<file path="src/rtl/control_pipe.sv">
// control_pipe: RV32I control decoder for the ID stage plus registered
// ID/EX, EX/MEM and MEM/WB control stages. Each stage has a valid bit.
// The block handles stall, flush and load-use hazard detection.
//
// Optional feature macro: CONTROL_PIPE_ILLEGAL_EN adds ex_illegal_o.
//
// Ports:
//   clk_i, reset_i           clock, synchronous active-high reset
//   instruction_i, id_valid_i  instruction in ID and its valid bit
//   stall_i, flush_i         global freeze, kill of the ID instruction
//   hazard_stall_o           combinational load-use stall request
//   ex_*                     ID/EX control stage
//   mem_*                    EX/MEM control stage
//   wb_*                     MEM/WB control stage
//   ex_illegal_o             illegal-instruction flag (macro only)
module control_pipe #(
  parameter int unsigned ALU_OP_W   = 6,
  parameter int unsigned REG_ADDR_W = 5
) (
  input  logic                  clk_i,
  input  logic                  reset_i,
  input  logic [31:0]           instruction_i,
  input  logic                  id_valid_i,
  input  logic                  stall_i,
  input  logic                  flush_i,
  output logic                  hazard_stall_o,
  output logic                  ex_valid_o,
  output logic                  ex_alusrc1_o,
  output logic                  ex_alusrc2_o,
  output logic [ALU_OP_W-1:0]   ex_alu_op_o,
  output logic                  ex_branch_o,
  output logic                  ex_jump_o,
  output logic [2:0]            ex_funct3_o,
  output logic                  mem_valid_o,
  output logic                  mem_read_o,
  output logic                  mem_write_o,
  output logic [2:0]            mem_funct3_o,
  output logic                  wb_valid_o,
  output logic                  wb_reg_write_o,
  output logic [1:0]            wb_dmem_to_reg_o,
  output logic [REG_ADDR_W-1:0] wb_rd_o
`ifdef CONTROL_PIPE_ILLEGAL_EN
  ,
  output logic                  ex_illegal_o
`endif
);

  localparam logic [6:0] OPC_LUI    = 7'b0110111;
  localparam logic [6:0] OPC_AUIPC  = 7'b0010111;
  localparam logic [6:0] OPC_JAL    = 7'b1101111;
  localparam logic [6:0] OPC_JALR   = 7'b1100111;
  localparam logic [6:0] OPC_BRANCH = 7'b1100011;
  localparam logic [6:0] OPC_LOAD   = 7'b0000011;
  localparam logic [6:0] OPC_STORE  = 7'b0100011;
  localparam logic [6:0] OPC_OPIMM  = 7'b0010011;
  localparam logic [6:0] OPC_OP     = 7'b0110011;

  localparam logic [3:0] ALU_ADD  = 4'd0;
  localparam logic [3:0] ALU_SLT  = 4'd2;
  localparam logic [3:0] ALU_SLTU = 4'd3;
  localparam logic [3:0] ALU_SRA  = 4'd8;
  localparam logic [3:0] ALU_SUB  = 4'd9;
  localparam logic [3:0] ALU_PASS = 4'd15;

  typedef struct packed {
    logic                  alusrc1;
    logic                  alusrc2;
    logic [ALU_OP_W-1:0]   alu_op;
    logic                  branch;
    logic                  jump;
    logic [2:0]            funct3;
    logic                  mem_read;
    logic                  mem_write;
    logic                  reg_write;
    logic [1:0]            dmem_to_reg;
    logic [REG_ADDR_W-1:0] rd;
`ifdef CONTROL_PIPE_ILLEGAL_EN
    logic                  illegal;
`endif
  } ex_ctrl_t;

  typedef struct packed {
    logic                  mem_read;
    logic                  mem_write;
    logic [2:0]            funct3;
    logic                  reg_write;
    logic [1:0]            dmem_to_reg;
    logic [REG_ADDR_W-1:0] rd;
  } mem_ctrl_t;

  typedef struct packed {
    logic                  reg_write;
    logic [1:0]            dmem_to_reg;
    logic [REG_ADDR_W-1:0] rd;
  } wb_ctrl_t;

  ex_ctrl_t  dec_c;
  logic      use_rs1_c;
  logic      use_rs2_c;
  logic      illegal_c;
  logic      hazard_c;

  ex_ctrl_t  ex_q, ex_d;
  mem_ctrl_t mem_q, mem_d;
  wb_ctrl_t  wb_q, wb_d;
  logic      ex_valid_q, ex_valid_d;
  logic      mem_valid_q, mem_valid_d;
  logic      wb_valid_q, wb_valid_d;

  logic [6:0]            opcode;
  logic [2:0]            funct3;
  logic [6:0]            funct7;
  logic                  bad_funct7;
  logic [REG_ADDR_W-1:0] rs1;
  logic [REG_ADDR_W-1:0] rs2;

  assign opcode     = instruction_i[6:0];
  assign funct3     = instruction_i[14:12];
  assign funct7     = instruction_i[31:25];
  assign bad_funct7 = (funct7 != 7'b0000000) && (funct7 != 7'b0100000);
  assign rs1        = REG_ADDR_W'(instruction_i[19:15]);
  assign rs2        = REG_ADDR_W'(instruction_i[24:20]);

  // Instruction decode for the ID stage
  always_comb begin
    dec_c        = '0;
    dec_c.alu_op = ALU_OP_W'(ALU_PASS);
    use_rs1_c    = 1'b0;
    use_rs2_c    = 1'b0;
    illegal_c    = 1'b0;
    case (opcode)
      OPC_LUI: begin
        dec_c.reg_write   = 1'b1;
        dec_c.dmem_to_reg = 2'b11;
      end
      OPC_AUIPC: begin
        dec_c.alusrc1     = 1'b1;
        dec_c.alusrc2     = 1'b1;
        dec_c.alu_op      = ALU_OP_W'(ALU_ADD);
        dec_c.reg_write   = 1'b1;
        dec_c.dmem_to_reg = 2'b01;
      end
      OPC_JAL: begin
        dec_c.alusrc1     = 1'b1;
        dec_c.alusrc2     = 1'b1;
        dec_c.jump        = 1'b1;
        dec_c.reg_write   = 1'b1;
        dec_c.dmem_to_reg = 2'b10;
      end
      OPC_JALR: begin
        dec_c.alusrc2     = 1'b1;
        dec_c.jump        = 1'b1;
        dec_c.reg_write   = 1'b1;
        dec_c.dmem_to_reg = 2'b10;
        dec_c.funct3      = funct3;
        use_rs1_c         = 1'b1;
        illegal_c         = (funct3[2:1] == 2'b01);
      end
      OPC_BRANCH: begin
        dec_c.branch = 1'b1;
        dec_c.funct3 = funct3;
        use_rs1_c    = 1'b1;
        use_rs2_c    = 1'b1;
        case (funct3[2:1])
          2'b00:   dec_c.alu_op = ALU_OP_W'(ALU_SUB);
          2'b10:   dec_c.alu_op = ALU_OP_W'(ALU_SLT);
          2'b11:   dec_c.alu_op = ALU_OP_W'(ALU_SLTU);
          default: illegal_c    = 1'b1;
        endcase
      end
      OPC_LOAD: begin
        dec_c.alusrc2   = 1'b1;
        dec_c.mem_read  = 1'b1;
        dec_c.reg_write = 1'b1;
        dec_c.funct3    = funct3;
        use_rs1_c       = 1'b1;
      end
      OPC_STORE: begin
        dec_c.alusrc2   = 1'b1;
        dec_c.mem_write = 1'b1;
        dec_c.funct3    = funct3;
        use_rs1_c       = 1'b1;
        use_rs2_c       = 1'b1;
      end
      OPC_OPIMM: begin
        dec_c.alusrc2     = 1'b1;
        dec_c.reg_write   = 1'b1;
        dec_c.dmem_to_reg = 2'b01;
        dec_c.funct3      = funct3;
        use_rs1_c         = 1'b1;
        dec_c.alu_op      = (funct3 == 3'd5 && instruction_i[30]) ?
                            ALU_OP_W'(ALU_SRA) : ALU_OP_W'(funct3);
        illegal_c         = (funct3 == 3'd1 || funct3 == 3'd5) && bad_funct7;
      end
      OPC_OP: begin
        dec_c.reg_write   = 1'b1;
        dec_c.dmem_to_reg = 2'b01;
        dec_c.funct3      = funct3;
        use_rs1_c         = 1'b1;
        use_rs2_c         = 1'b1;
        if (funct3 == 3'd0 && instruction_i[30])
          dec_c.alu_op = ALU_OP_W'(ALU_SUB);
        else if (funct3 == 3'd5 && instruction_i[30])
          dec_c.alu_op = ALU_OP_W'(ALU_SRA);
        else
          dec_c.alu_op = ALU_OP_W'(funct3);
        illegal_c = bad_funct7;
      end
      default: illegal_c = 1'b1;
    endcase

    dec_c.rd = REG_ADDR_W'(instruction_i[11:7]);
    if (dec_c.rd == '0) dec_c.reg_write = 1'b0;
`ifdef CONTROL_PIPE_ILLEGAL_EN
    if (illegal_c) begin
      dec_c.reg_write = 1'b0;
      dec_c.mem_write = 1'b0;
    end
    dec_c.illegal = illegal_c;
`endif
    // rd only travels with a real register write
    if (!dec_c.reg_write) dec_c.rd = '0;
  end

`ifndef CONTROL_PIPE_ILLEGAL_EN
  logic illegal_unused;
  assign illegal_unused = illegal_c;
`endif

  // Load in EX whose destination is read by the ID instruction
  assign hazard_c = id_valid_i & ex_valid_q & ex_q.mem_read & (ex_q.rd != '0) &
                    (((ex_q.rd == rs1) & use_rs1_c) | ((ex_q.rd == rs2) & use_rs2_c)) &
                    ~stall_i & ~flush_i;

  // Stage advance: stall > flush > load-use bubble > normal shift
  always_comb begin
    ex_d        = ex_q;
    ex_valid_d  = ex_valid_q;
    mem_d       = mem_q;
    mem_valid_d = mem_valid_q;
    wb_d        = wb_q;
    wb_valid_d  = wb_valid_q;
    if (stall_i) begin
      if (flush_i) ex_valid_d = 1'b0;
    end else begin
      mem_d.mem_read    = ex_q.mem_read;
      mem_d.mem_write   = ex_q.mem_write;
      mem_d.funct3      = ex_q.funct3;
      mem_d.reg_write   = ex_q.reg_write;
      mem_d.dmem_to_reg = ex_q.dmem_to_reg;
      mem_d.rd          = ex_q.rd;
      mem_valid_d       = ex_valid_q;
      wb_d.reg_write    = mem_q.reg_write;
      wb_d.dmem_to_reg  = mem_q.dmem_to_reg;
      wb_d.rd           = mem_q.rd;
      wb_valid_d        = mem_valid_q;
      if (flush_i || hazard_c) begin
        ex_d       = '0;
        ex_valid_d = 1'b0;
      end else begin
        ex_d       = dec_c;
        ex_valid_d = id_valid_i;
      end
    end
  end

  // Stage registers
  always_ff @(posedge clk_i) begin
    if (reset_i) begin
      ex_q        <= '0;
      ex_valid_q  <= 1'b0;
      mem_q       <= '0;
      mem_valid_q <= 1'b0;
      wb_q        <= '0;
      wb_valid_q  <= 1'b0;
    end else begin
      ex_q        <= ex_d;
      ex_valid_q  <= ex_valid_d;
      mem_q       <= mem_d;
      mem_valid_q <= mem_valid_d;
      wb_q        <= wb_d;
      wb_valid_q  <= wb_valid_d;
    end
  end

  // Side-effect controls are gated by their stage valid
  assign hazard_stall_o   = hazard_c;
  assign ex_valid_o       = ex_valid_q;
  assign ex_alusrc1_o     = ex_q.alusrc1;
  assign ex_alusrc2_o     = ex_q.alusrc2;
  assign ex_alu_op_o      = ex_q.alu_op;
  assign ex_branch_o      = ex_valid_q & ex_q.branch;
  assign ex_jump_o        = ex_valid_q & ex_q.jump;
  assign ex_funct3_o      = ex_q.funct3;
  assign mem_valid_o      = mem_valid_q;
  assign mem_read_o       = mem_valid_q & mem_q.mem_read;
  assign mem_write_o      = mem_valid_q & mem_q.mem_write;
  assign mem_funct3_o     = mem_q.funct3;
  assign wb_valid_o       = wb_valid_q;
  assign wb_reg_write_o   = wb_valid_q & wb_q.reg_write;
  assign wb_dmem_to_reg_o = wb_q.dmem_to_reg;
  assign wb_rd_o          = wb_q.rd;
`ifdef CONTROL_PIPE_ILLEGAL_EN
  assign ex_illegal_o     = ex_valid_q & ex_q.illegal;
`endif

endmodule

</file>
<file path="config.mk">
export PLATFORM = sky130hd
export DESIGN_NAME = control_pipe
export DESIGN_NICKNAME = d
export VERILOG_FILES = /design/src/rtl/control_pipe.sv
export SDC_FILE = /design/constraint.sdc
export NUM_CORES = 1
export LEC_CHECK = 0
export CAP_MARGIN = 20
export CORE_MARGIN = 1.5
export CORE_UTILIZATION = 47
export CTS_CLUSTER_DIAMETER = 120
export CTS_CLUSTER_SIZE = 24
export DETAILED_ROUTE_END_ITERATION = 10
export GPL_TIMING_DRIVEN = 0
export PLACE_DENSITY = 0.8
export SKIP_CTS_REPAIR_TIMING = 1
export SYNTH_ARGS = -nofsm -noshare
export SYNTH_HDL_FRONTEND = slang
export SYNTH_SLANG_ARGS = --single-unit
</file>
<file path="constraint.sdc">
create_clock -name clk_i -period 2.2 [get_ports clk_i]
set_input_delay 0.33 -clock clk_i [delete_from_list [all_inputs] [get_ports clk_i]]
set_output_delay 0.33 -clock clk_i [all_outputs]
set_load 0.01 [all_outputs]
</file>
==> summary.log, run 1 <==
qor: grt.grt_max_degree 15
qor: yosys.ys_types 44
qor: clock_network.clockRootBuffer clkbuf_8
qor: worst_setup_path.critPathLaunch instruction_i[19]
qor: yosys.async_flop_share 0%
qor: worst_hold_path.hold_path.class in2reg
qor: timing.unrepaired_setup_endpoints_after_global_routing yes
qor: worst_setup_path.crit_path_end hazard_stall_o
qor: pwr.pwr-share-clk 38.2%
qor: yosys.yosys_warnings 0
qor: pwr.ir_worst_vdd 0.340 mV
qor: flow_run.max_cap_viol_count 0
qor: clock_network.clkTransAtPathRegs 0.09 ns
qor: route.wirelength_routed 5950 um
qor: route.final_antenna_net_count 0
qor: pwr.leakagePower 0.00134 uW
qor: floorplan.design.die.area 5160 um2
qor: route.initialDrtViolationCount 182
qor: grt.grt.total_usage 21.9%
qor: finish.layout_cells_sized_above_1 17.5%
qor: floorplan.floorplan.core_area 4440 um2
qor: grt.grt_pass1_vias 1800
qor: finish.flow.area_growth_from_synthesis 40.3%
qor: worst_setup_path.nature_of_the_critical_path_endpoint primary output
qor: timing.hold_violations 0
qor: place.pre_cts_slack -0.837 ns
qor: worst_setup_path.critPathMaxStageDelay 0.41 ns
qor: finish.layout_common_cells 45 x clkdlybuf4s50_1, 41 x dfxtp_1, 29 x buf_4, 28 x nor2_1, 28 x nand2_1
qor: clock_network.cts_htree_levels 2
qor: pwr.power.density 534 nW/um2
qor: yosys.synth_sequential_area_ratio 40.4%
qor: clock_network.tritoncts_clock_tree yes
qor: timing.report.final.slew_viol_count 0
qor: timing.finalCritPeriodShare 102%
qor: route.detail_route.drc_violations 3
qor: clock_network.cts.sink_count 45
qor: yosys.synthCells 262
qor: worst_setup_path.crit_path_start_kind primary input
qor: route.drtPass1Iterations 10
qor: floorplan.die_h 71.9 um
qor: status.run_status finished with violations
qor: yosys.synth_edf_count 0
qor: yosys.synth.cell_area 2230 um2
qor: route.wl_per_cell 15.3 um
qor: timing.achievable_frequency 444 MHz
qor: clock_network.worst_skew_pair.late_latency 0.31 ns
qor: place.numPlacedInstances 371
qor: worst_setup_path.worst_r2r_startpoint ex_q[0]
qor: finish.commonest_non_fill_non_tap_cell_in_the_layout clkdlybuf4s50_1
qor: timing.tightest_slew 0.599 ns
qor: clock_network.tritoncts.num_buffers 5
qor: timing.final_critical_path_setup_slack -0.0525 ns
qor: grt.grt_antenna_before_repair 0
qor: timing.finalSetupViolations 1
qor: timing.finClkSkew 0.00856 ns
qor: timing.max_slew_margin 59.8%
qor: route.route.detailed.vias_per_inst 5.40
qor: timing.fin_crit 2.25 ns
qor: grt.gr-total-overflow 0
qor: finish.final_core_utilization 70.4%
qor: floorplan.initial_utilization 50.1%
qor: finish.antenna_cells_inserted 0
qor: grt.grt_use_met2 35.7%
qor: yosys.synthesis.area_per_instance 8.51 um2
qor: worst_setup_path.regToRegEndpoint ex_alu_op_o[2]
qor: worst_setup_path.worstPathMaxFanout 4
qor: route.vias 2100
qor: pwr.fraction_of_power_consumed_by_sequential_logic 49.4%
qor: clock_network.cts-root-to-sink-buffers 2
qor: pwr.internal_power 1260 uW
qor: pwr.p_sw_share 24.3%
qor: floorplan.floorplan.io_pins 67
qor: finish.post_layout_nets 373
qor: pwr.net-switching-power 406 uW
qor: grt.groute.layer.met1.usage 29.1%
qor: place.routabilityCongestion 0.812
qor: worst_setup_path.worst_ep_arrival_time 1.92 ns
qor: worst_setup_path.timing.reg2reg.setup_slack 0.43 ns
qor: floorplan.dieWidth 71.9 um
qor: yosys.ys_seq_elements 45
qor: worst_setup_path.worstPathCellList clkdlybuf4s50_1 -> xor2_1 -> nor3_2 -> nand4_1 -> a21oi_2 -> buf_6 -> nor2b_1 -> buf_2
qor: grt.first_pass_grt_wire_length 8740 um
qor: place.port-buffer-count 56
qor: status.failed_checks design-rule violations, negative setup slack
qor: worst_setup_path.reg2regPathDepth 6
qor: place.hpwlAfterDp 3920 um
qor: grt.busiest_layer met2
qor: worst_setup_path.cell_with_the_largest_stage_delay_on_the_worst_path clkdlybuf4s50_1
qor: worst_setup_path.worst_endpoint_required_time 1.87 ns
qor: finish.layoutNonFillerInstCount 389
qor: worst_setup_path.setup.worst_path.class in2out
qor: floorplan.placementRows 24
qor: grt.globalRouteMet3Util 5.20%
qor: pwr.relative_contribution_of_combinational_cells_to_total_power 12.3%
qor: yosys.leading_register_cell_type_out_of_synthesis dfxtp_1
[through the flow]
| step | total power (uW) | hold slack [ns] | area, um2 | TNS (ns) |
|---|---|---|---|---|
| global route | 1730 | 0.393 | 3130 | -0.115 |
| global placement | 1030 | 0.429 | 2860 | -2.26 |
| CTS | 1650 | 0.370 | 2970 | -0.852 |
| detailed placement | 1030 | 0.445 | 2860 | -2.88 |
| finish | 1670 | 0.364 | 3130 | -0.0525 |
| floorplan | 937 | 0.417 | 2230 | 0 |
[critical path: cells and delay by family]
family                    cells  cell delay, ns
AOI/OAI and AO/OA             1            0.24
buffers and inverters         3            0.69
xor gates and xnor gates      1            0.16
and+or+nand+nor               3            0.50
[final cells by class]
class	count	area (um2)
multi-input cells	182	1160
fillers	355	1320
repair buffers	66	656
inverters	2	7.51
plain buffers	34	219
clock buffers	6	72.6
clock inverters	2	38.8
well taps	52	65.1
flip-flops and latches	45	908
[state kept, by name, summed over array words and instances (netlist names)]
name and count:
wb_valid_o 1, ex_alu_op_o 4, wb_rd_o 5, ex_funct3_o 3, mem_funct3_o 3, ex_alusrc1_o 1
ex_valid_o 1, ex_q 12, mem_q 10, mem_valid_o 1, wb_dmem_to_reg_o 2, ex_alusrc2_o 1
wb_q 1
[per-layer routing]
metal	vias to the layer above	routed length (um)	share of wire (%)
met3	12	305	5.1
li1	1023	-	-
met2	72	2980	50
met5	-	0	0
met1	993	2550	43
met4	0	112	1.9
[power by group through the flow]
stage          registers (uW)  logic (uW)  clock network, uW
2_1_floorplan             844        92.8                  0
3_3_place_gp              845         186                  0
3_5_place_dp              845         188                  0
4_1_cts                   826         190                638
5_1_grt                   826         220                681
6_report                  825         206                639
[how the worst min path moves through the flow]
| stage | start | end | cells after the start |
|---|---|---|---|
| final | reset_i | wb_q[7] | 2 |
| after CTS | reset_i | wb_dmem_to_reg_o[1] | 2 |
| after global placement | ex_q[13] | ex_q[13] | 2 |
| after floorplan | ex_q[13] | ex_q[13] | 2 |
| after global routing | reset_i | wb_dmem_to_reg_o[1] | 2 |
| after detailed placement | ex_q[13] | ex_q[13] | 2 |
[synth_stat cells (2+ instances only)]
library cell	instances	share of area [%]
and2_1	5	1.4
nand2_1	28	4.7
nor2_1	28	4.7
nor3_1	3	0.67
nor2b_1	4	1.1
nand3_1	12	2.7
or3_1	2	0.56
xor2_1	8	3.1
and3_1	2	0.56
xnor2_1	2	0.79
o21ai_0	22	4.9
o31ai_1	3	1.0
buf_4	19	6.4
nand4_1	4	1.1
clkbuf_1	9	1.5
dfxtp_1	45	40
a31oi_1	2	0.56
or4_1	2	0.67
nand3b_1	2	0.67
mux2i_1	22	9.9
inv_1	2	0.34
a21oi_1	7	1.6
a211oi_1	4	1.3
buf_2	5	1.1
[kinds of logic (layout without fill, tap and decap cells)]
group	Yosys count	count (layout)	share of synthesized area, %
xor gates and xnor gates	10	10	3.93
muxes	23	23	10.4
DFF	45	45	40.4
buffers and inverters	36	110	9.88
and+or+nand+nor	100	100	22.1
AOI/OAI and AO/OA	47	47	13.1
other	1	2	0.168
No activity file was read; power rests on OpenSTA's default activity.
==> run 2: changes to the inputs <==
--- a/config.mk
+++ b/config.mk
@@ -11,7 +11,7 @@
 export CTS_CLUSTER_DIAMETER = 120
 export CTS_CLUSTER_SIZE = 24
 export DETAILED_ROUTE_END_ITERATION = 10
-export GPL_TIMING_DRIVEN = 0
+export GPL_TIMING_DRIVEN = 1
 export PLACE_DENSITY = 0.8
 export SKIP_CTS_REPAIR_TIMING = 1
 export SYNTH_ARGS = -nofsm -noshare
==> summary.log, run 2 (same netlist as run 1, synthesis figures left out) <==
qor: finish.layout_common_cells 53 x clkdlybuf4s50_1, 44 x dfxtp_1, 29 x buf_4, 28 x nor2_1, 28 x nand2_1
qor: route.initialDrtViolationCount 155
qor: timing.achievable_frequency 457 MHz
qor: worst_setup_path.setup.worst_path.class in2out
qor: pwr.leakagePower 0.00124 uW
qor: clock_network.cts.sink_count 45
qor: place.numPlacedInstances 367
qor: timing.final_critical_path_setup_slack 0.0116 ns
qor: clock_network.worst_skew_pair.late_latency 0.30 ns
qor: timing.holdWs 0.456 ns
qor: route.route.detailed.vias_per_inst 5.32
qor: timing.unrepaired_setup_endpoints_after_global_routing yes
qor: clock_network.cts_htree_levels 2
qor: floorplan.initial_utilization 50.1%
qor: status.failed_checks design-rule violations
qor: route.vias 1999
qor: finish.flow.area_growth_from_synthesis 36.5%
qor: clock_network.tritoncts.num_buffers 5
qor: floorplan.floorplan.core_area 4440 um2
qor: worst_hold_path.hold_path.class reg2reg
qor: finish.antenna_cells_inserted 0
qor: finish.layout_cells_sized_above_1 15.7%
qor: timing.tightest_slew 1.02 ns
qor: status.run_status finished with violations
qor: worst_setup_path.worstPathMaxFanout 4
qor: pwr.power.density 515 nW/um2
qor: grt.gr-total-overflow 0
qor: route.drtPass1Iterations 8
qor: pwr.ir_worst_vdd 0.299 mV
qor: route.final_antenna_net_count 0
qor: finish.commonest_non_fill_non_tap_cell_in_the_layout clkdlybuf4s50_1
qor: grt.grt_max_degree 22
qor: floorplan.design.die.area 5160 um2
qor: grt.grt_pass1_vias 1826
qor: place.routabilityCongestion 0.848
qor: timing.finClkSkew 0.00898 ns
qor: timing.hold_violations 0
qor: place.post_dp_cell_area 2880 um2
qor: finish.regMostFlops ex_q
qor: timing.fin_crit 2.19 ns
qor: timing.report.final.slew_viol_count 0
qor: clock_network.clockRootBuffer clkbuf_8
qor: route.wirelength_routed 5390 um
qor: route.detail_route.drc_violations 6
qor: worst_setup_path.worst_endpoint_required_time 1.87 ns
qor: worst_setup_path.worst_ep_arrival_time 1.86 ns
qor: floorplan.die_h 71.9 um
qor: worst_setup_path.nature_of_the_critical_path_endpoint primary output
qor: finish.fillers 374
qor: grt.first_pass_grt_wire_length 8400 um
qor: route.wl_per_cell 14.3 um
qor: finish.post_layout_nets 360
qor: worst_setup_path.crit_path_start_kind primary input
qor: clock_network.clkTransAtPathRegs 0.09 ns
qor: grt.grt_antenna_before_repair 0
qor: flow_run.max_cap_viol_count 0
qor: finish.multiInputGateArea 1170 um2
qor: timing.max_slew_margin 31.6%
qor: finish.largest_register_ff_count 12
qor: place.port-buffer-count 58
qor: clock_network.tritoncts_clock_tree yes
qor: floorplan.dieWidth 71.9 um
qor: place.pre_cts_slack -0.601 ns
qor: finish.stdcell_area 3040 um2
qor: clock_network.cts-root-to-sink-buffers 2
qor: grt.grt.total_usage 20.7%
qor: timing.finalCritPeriodShare 99.5%
qor: floorplan.placementRows 24
qor: finish.layout.area.seq 905 um2
qor: floorplan.floorplan.io_pins 67
qor: finish.layoutNonFillerInstCount 376
qor: place.hpwlAfterDp 3950 um
qor: timing.finalSetupViolations 0
==> run 2: stage by stage <==
stage	TNS (ns)	power [uW]	utilization, %
2_1_floorplan	0	937	-
3_3_place_gp	-1.72	1040	64.7
3_5_place_dp	-2.52	1050	64.7
4_1_cts	-0.629	1560	66.8
5_1_grt	-0.145	1630	68.4
6_report	0	1570	68.4
==> run 2: path summary, 6_finish.rpt <==
check	startpoint	to	slack, ns	cells past startpoint
setup / recovery	instruction_i[2]	hazard_stall_o	0.01	7
hold / removal	ex_q[13]	ex_q[13]	0.46	2
setup reg to reg	ex_q[1]	ex_alu_op_o[3]	0.34	6
hold reg to reg	ex_q[13]	ex_q[13]	0.46	2
==> run 2: per-layer routing <==
layer  GRT usage [%]  up-vias  share of wire [%]
li1                -     1003                  -
met1            26.2      927                 44
met2            34.7       60                 49
met3            4.50        9                4.8
met4            7.55        0                1.7
met5               0        -                  0
==> run 2: worst max-delay path, cell delays in order <==
cell and delay [ns]:
clkdlybuf4s50_1 0.49, or2_0 0.26, a21oi_2 0.17, nand4_1 0.13, a21oi_2 0.21, nor2b_1 0.14
buf_2 0.13
==> run 2: layout make-up <==
class	instances	share of cell area, %
inverter	2	0.247
multi-input combinational	182	38.4
timing repair buffer	87	26.4
sequential	45	29.7
tap	52	2.14
clock inverter	3	0.823
clock buffer	5	2.26
==> run 2: report_power, final <==
part           switching [uW]  total (uW)  internal (uW)
Sequential               5.05         825            820
Combinational            99.8         210            110
Clock                     302         531            229
Total                     407        1570           1160
